--- config.mk ---
export PLATFORM = sky130hd
export DESIGN_NAME = etapa_operandos
export DESIGN_NICKNAME = d
export VERILOG_FILES = /design/src/rtl/etapa_operandos.sv
export SDC_FILE = /design/constraint.sdc
export NUM_CORES = 1
export LEC_CHECK = 0
export BUFFER_PORTS_ARGS = -buffer_cell sky130_fd_sc_hd__buf_2
export CAP_MARGIN = 20
export CORE_UTILIZATION = 50
export DETAILED_ROUTE_END_ITERATION = 10
export PLACE_DENSITY = 0.71
export SYNTH_ARGS = -nofsm -noshare
export SYNTH_HDL_FRONTEND = slang
export SYNTH_SLANG_ARGS = --single-unit
--- constraint.sdc ---
create_clock -name clk -period 3.4 [get_ports clk]
set_input_delay 0.51 -clock clk [delete_from_list [all_inputs] [get_ports clk]]
set_output_delay 0.51 -clock clk [all_outputs]
set_load 0.05 [all_outputs]
--- src/rtl/etapa_operandos.sv ---
// Operand-fetch stage: register file, write-back port, flag register and a
// one-deep valid/ready output register toward the ALU. Optional macro: ETAPA_OPERANDOS_BYPASS_EN.
module etapa_operandos #(
    parameter int BITS = 8,
    parameter int FUNC = 4,
    parameter int DIRS = 3
) (
    input  logic            clk,
    input  logic            rst_n,
    input  logic            inValido,
    output logic            inListo,
    input  logic [FUNC-1:0] funcion,
    input  logic [DIRS-1:0] dirA,
    input  logic [DIRS-1:0] dirB,
    input  logic [BITS-1:0] inmediato,
    input  logic            usaInmediato,
    output logic            outValido,
    input  logic            outListo,
    output logic [FUNC-1:0] funcionALU,
    output logic [BITS-1:0] vectorA,
    output logic [BITS-1:0] vectorB,
    input  logic            wbValido,
    input  logic [DIRS-1:0] wbDir,
    input  logic [BITS-1:0] wbDato,
    input  logic            wbZero,
    input  logic            wbOverflow,
    output logic [1:0]      banderas
);

    localparam int ENTRIES = 2 ** DIRS;

    logic [BITS-1:0] regs [ENTRIES];
    logic [BITS-1:0] dato_a;
    logic [BITS-1:0] dato_b;
    logic [BITS-1:0] oper_b;
    logic            carga;

    assign inListo = !outValido || outListo;
    assign carga   = inValido && inListo;

    always_comb begin
        dato_a = (dirA == '0) ? '0 : regs[dirA];
        dato_b = (dirB == '0) ? '0 : regs[dirB];
`ifdef ETAPA_OPERANDOS_BYPASS_EN
        // A write landing this same edge is forwarded so the operand is never stale.
        if (wbValido && (wbDir != '0) && (wbDir == dirA)) dato_a = wbDato;
        if (wbValido && (wbDir != '0) && (wbDir == dirB)) dato_b = wbDato;
`endif
        oper_b = usaInmediato ? inmediato : dato_b;
    end

    // Register 0 is never written, so it stays at its reset value of zero.
    always_ff @(posedge clk or negedge rst_n) begin
        if (!rst_n) begin
            for (int i = 0; i < ENTRIES; i++) regs[i] <= '0;
        end else if (wbValido && (wbDir != '0)) begin
            regs[wbDir] <= wbDato;
        end
    end

    always_ff @(posedge clk or negedge rst_n) begin
        if (!rst_n) begin
            banderas <= 2'b00;
        end else if (wbValido) begin
            banderas <= {wbOverflow, wbZero};
        end
    end

    // Operands only change on a load, so they hold while stalled or idle.
    always_ff @(posedge clk or negedge rst_n) begin
        if (!rst_n) begin
            outValido  <= 1'b0;
            funcionALU <= '0;
            vectorA    <= '0;
            vectorB    <= '0;
        end else if (carga) begin
            outValido  <= 1'b1;
            funcionALU <= funcion;
            vectorA    <= dato_a;
            vectorB    <= oper_b;
        end else if (outListo) begin
            outValido  <= 1'b0;
        end
    end

endmodule
== Yosys cells after proc, flatten, opt, wreduce, memory -nomap -nowiden ==
Index checks and enable logic that the tools add are counted.
Word-level totals
  register bits: 87
  bits of input ports: 37
  logic and storage cells: 43
Operators by class
  $lt $le $gt $ge: 4
  mux-type cells: 14
  bitwise operators: 3
  reductions and logical operators: 9
Operator list (count)
  64-bit bitwise mux: 1
  8-bit two-way mux: 8
  8-bit binary-select mux with 3-bit select: 2
  8-bit demux with 3-bit select: 1
  4-bit greater-or-equal comparator, second input constant: 3
  3-bit NOT with 4-bit output: 3
  3-bit logical NOT: 2
  4-bit by 1-bit < comparator with 1-bit output, second input constant: 1
  1-bit logical AND: 3
  3-bit nonzero test: 1
  1-bit two-way mux: 2
  2-bit nonzero test: 1
  1-bit logical NOT: 1
  1-bit logical OR: 1

== Longest topological paths before layout ==
  depth after elaboration: 6
  depth in mapped cells: 6
  mapped depth without buffers: 4

== Worst setup path before layout ==
No wires, ideal clock.
  kind: register -> register
  start: register outValido
  end: register vectorA[3]
  setup time: 0.121 ns
  arrival: 1.925 ns
  path slack: 1.354 ns
  cell stages (with the launch flop): 6
  buffers on the path: 2
  period minus slack after synthesis: 2.046 ns
  cells stage by stage: dfrtp_1 > nand2b_1 > and2_1 > buf_2 > buf_1 > o22a_1
Between the ends
  longest elaborated chain between the ends: 3
RTL lines
  start, declared: line 17  | output logic outValido,
  start signal, assigned: line 72  | outValido <= 1'b0;
  start signal, assigned: line 77  | outValido <= 1'b1;
  start signal, assigned: line 82  | outValido <= 1'b0;
  1-bit logical NOT: line 38  | assign inListo = !outValido || outListo;
  1-bit logical OR: line 38
  named net inListo: line 11  | output logic inListo,
  1-bit logical AND: line 39  | assign carga = inValido && inListo;
  end signal, assigned: line 79  | vectorA <= dato_a;
  end, declared: line 20  | output logic [BITS-1:0] vectorA,
The timed path passes the listed nets, and every way through them passes these cells.
A chain may end at the register's enable or synchronous reset.

== Worst setup path after layout ==
  start: input dirB[0]
  end: register vectorB[0]
Between the ends
  longest elaborated chain between the ends: 6
RTL lines
  start, declared: line 14  | input logic [DIRS-1:0] dirB,
  3-bit NOT with 4-bit output (not written as such): line 43  | dato_b = (dirB == '0) ? '0 : regs[dirB];
  8-bit binary-select mux with 3-bit select: line 43
  8-bit two-way mux (not written as such) (2 in series): line 43
  8-bit two-way mux (*): line 43
  8-bit two-way mux (*): line 49  | oper_b = usaInmediato ? inmediato : dato_b;
  end signal, assigned: line 80  | vectorB <= oper_b;
  end, declared: line 21  | output logic [BITS-1:0] vectorB,
Mark *: on every way between the ends. The rest lies on a longest branch, timed or not. The select of a mux whose other input is x is not followed.

==> summary.md <==
| Metric | Value |
|---|---|
| Placement row count | 32 |
| Slew @ Worst Pin | 0.987 ns |
| CP Max Fanout | 19 |
| Global-route usage over all layers | 24.6% |
| Global-route layer with the greatest usage | met1 |
| Vias in the first global route | 2856 |
| Global-route wire length before repair | 15.6 mm |
| Main flop type after synthesis | dfrtp_1 |
| Number of warnings issued by yosys | 0 |
| Post-synth EDFFs | 0 |
| Number of distinct standard cells referenced by the synthesized netlist | 34 |
| Number of inserted filler cells in the final layout | 672 |
| Register cell area after layout | 1980 um2 |
| Pre-CTS setup slack | 1.17 ns |
| Antenna violations before repair | 0 |
| M3 GR Usage | 4.06% |
| Post-Route Hold Slack | 0.284 ns |
| Critical Path End Type | register |
| Met2 demand-to-capacity share in global routing | 36.0% |
| Most common library cell in the layout ignoring fill and taps | mux2_2 |
| Cells along the critical path | buf_2, nor2b_1, a221oi_1, or4_1, nand3_1 |
| Synthesized area | 4020 um2 |
| Number of violations of the max-capacitance limit | 0 |
| Number of diodes added for antenna fixing | 0 |
| Port bufs | 60 |
| Min setup slack post-route | 1.52 ns |
| Required time at the worst-slack endpoint | 3.68 ns |
| Setup CP Type | input pin to register |
| Result of the run | complete, no violations |
| Async set-or-reset flop fraction in the synthesized netlist | 100% |
| Area of the core | 7770 um2 |
| TritonCTS Buffers | 9 |
| Number of pins with negative max-slew slack in the final report | 0 |
| Cts-stage hold buffer count | 0 |
| Worst slew slack as a fraction of its limit | 34.2% |
| Ratio of cells with drive above 1 in the final layout | 44.6% |
| Number of post-CTS setup repair buffers | 0 |
| Crit-path leading delay family | simple AND/OR/NAND/NOR gates |
| Final setup viols | 0 |
| Clock Sink Count | 79 |
| Clock tree from TritonCTS | done |
| Count of endpoints failing hold in the final timing report | 0 |
| Global-route met1 utilization | 36.8% |
| Final clock period utilization by the worst path | 55.2% |
| Detailed placer's ending HPWL | 6.44 mm |
| Fin crit period | 1.88 ns |
| Routability congestion estimate from global placement | 0.847 |
| Maximum buffer depth of the clock tree | 2 |
| Total iterations of the first detailed-routing run | 4 |
| Die Wd | 91.7 um |
| Top achievable clock speed | 532 MHz |
| WP buf/inv | 1 |
| Maximum clock skew at final layout | 0.0112 ns |
| Die span in y | 91.7 um |
| Highest cell delay on the worst timing path | 0.52 ns |
| Clock network latency to the later pin of the worst-skew pair | 0.35 ns |
| Critical path data arrival time | 2.16 ns |
| Unrepaired setup endpoints after global routing | false |
| Commonest cells after routing, fill and taps aside | mux2_2 (84), dfrtp_1 (79), buf_2 (59), nand2_1 (24), mux2i_1 (22) |
| Mean area per synthesized cell | 12.5 um2 |
| Post-synthesis register bit count | 79 |
| Die area | 8410 um2 |
| Antenna-violating nets left | 0 |
| Effective utilization at floorplan | 51.8% |
| Root buffer cell | clkbuf_8 |
| Leak pwr | 0.00201 uW |
| Post-layout total power | 2640 uW |
| Drt first-iter violations | 155 |
| Share of synthesized area occupied by flip-flops and latches | 49.2% |
| DR DRC count | 0 |
| Worst min path class | input pin to async pin |
| CP Launch Type | input pin |
| Pwr dens | 581 nW/um2 |
| Total negative slack | 0 ns |
| Layout area overhead | 13.0% |
| Top-level port count | 61 |
| Final layout net count | 413 |
| Vias per cell | 5.89 |
| Detailed-route wire length per cell | 19.6 um |
| Maximum number of pins on one net before global-route repair | 80 |
| Multi-input gate area in the final layout | 1910 um2 |
| CTS-repair resized insts | 0 |
| Number of nets produced by synthesis | 359 |
| Instance count of the mapped netlist | 322 |
| Count of vias placed by the detailed router | 2846 |
| Slowest stage cell, crit path | nor2b_1 |
| Congestion Overflow GR | 0 |
| Clock-pin slew of the registers on the worst-case setup and hold paths | 0.09 ns |
| Count of H-tree levels built during CTS | 3 |
| Total routed wirelength | 9.48 mm |
| Max IR drop VDD | 0.230 mV |
worst paths after layout:
kind,slack [ns],to,from,depth (start not counted)
worst max-delay path,1.52,vectorB[0],dirB[0],5
worst min-delay path,0.28,regs[0],rst_n,1
worst max register to register,1.63,vectorB[4],outValido,5
worst min register to register,0.48,funcionALU[1],funcionALU[1],2
max in group asynchronous,2.44,regs[54],rst_n,1
min in group clk,0.35,funcionALU[1],funcion[1],3
per-layer routing:
| layer | wire, um | part of all wire (%) |
|---|---|---|
| met5 | 0 | 0 |
| met4 | 138 | 1.5 |
| met3 | 434 | 4.6 |
| met2 | 4240 | 45 |
| met1 | 4670 | 49 |
layout make-up:
type | count | area share, %
flip-flops and latches | 79 | 43.5
clock inverters | 5 | 0.716
well taps | 102 | 2.81
clock buffers | 11 | 3.33
repair buffers | 66 | 7.65
multi-input cells | 220 | 42.0
synth_stat cells, types with 2 or more instances:
| library cell | instances | share of area, % |
|---|---|---|
| o22ai_1 | 10 | 1.6 |
| or3_1 | 6 | 0.93 |
| a221oi_1 | 4 | 0.87 |
| nand4b_1 | 4 | 0.87 |
| o221ai_1 | 4 | 0.87 |
| o221a_1 | 5 | 1.4 |
| nand3b_1 | 7 | 1.3 |
| nand2_1 | 24 | 2.2 |
| o31ai_1 | 3 | 0.56 |
| mux2_2 | 84 | 24 |
| nor2b_1 | 2 | 0.31 |
| nand2b_1 | 3 | 0.47 |
| a21oi_1 | 4 | 0.50 |
| o22a_1 | 4 | 0.87 |
| buf_6 | 2 | 0.56 |
| nor4bb_1 | 2 | 0.50 |
| a22oi_1 | 9 | 1.7 |
| mux2i_1 | 22 | 5.5 |
| nor2_1 | 11 | 1.0 |
| clkbuf_1 | 6 | 0.56 |
| nand3_1 | 4 | 0.50 |
| dfrtp_1 | 79 | 49 |
| buf_2 | 12 | 1.5 |
cell families (layout without fill, tap and decap cells):
group	after synthesis	count (layout)	synth area share [%]
AOI/OAI and AO/OA	45	45	8.77
buffers and inverters	23	82	3.39
DFF	79	79	49.2
muxes	107	107	29.6
and+or+nand+nor	68	68	9.12
report_power, final:
part,switching (uW),internal (uW)
sequential,145,1130
combinational,394,320
clock,347,302
total,886,1750
registers in the layout (all words and copies together) (netlist names):
signal	count
funcionALU	4
outValido	1
vectorA	8
regs	56
vectorB	8
banderas	2
stage by stage:
stage                     instance area (um2)  cells  util [%]
after floorplan                          4020    322         -
after global placement                   4360    467      56.1
after detailed placement                 4360    467      56.1
after CTS                                4540    483      58.5
after global routing                     4540    483      58.5
final                                    4540    483      58.5
Power figures use the tool's default switching activity.
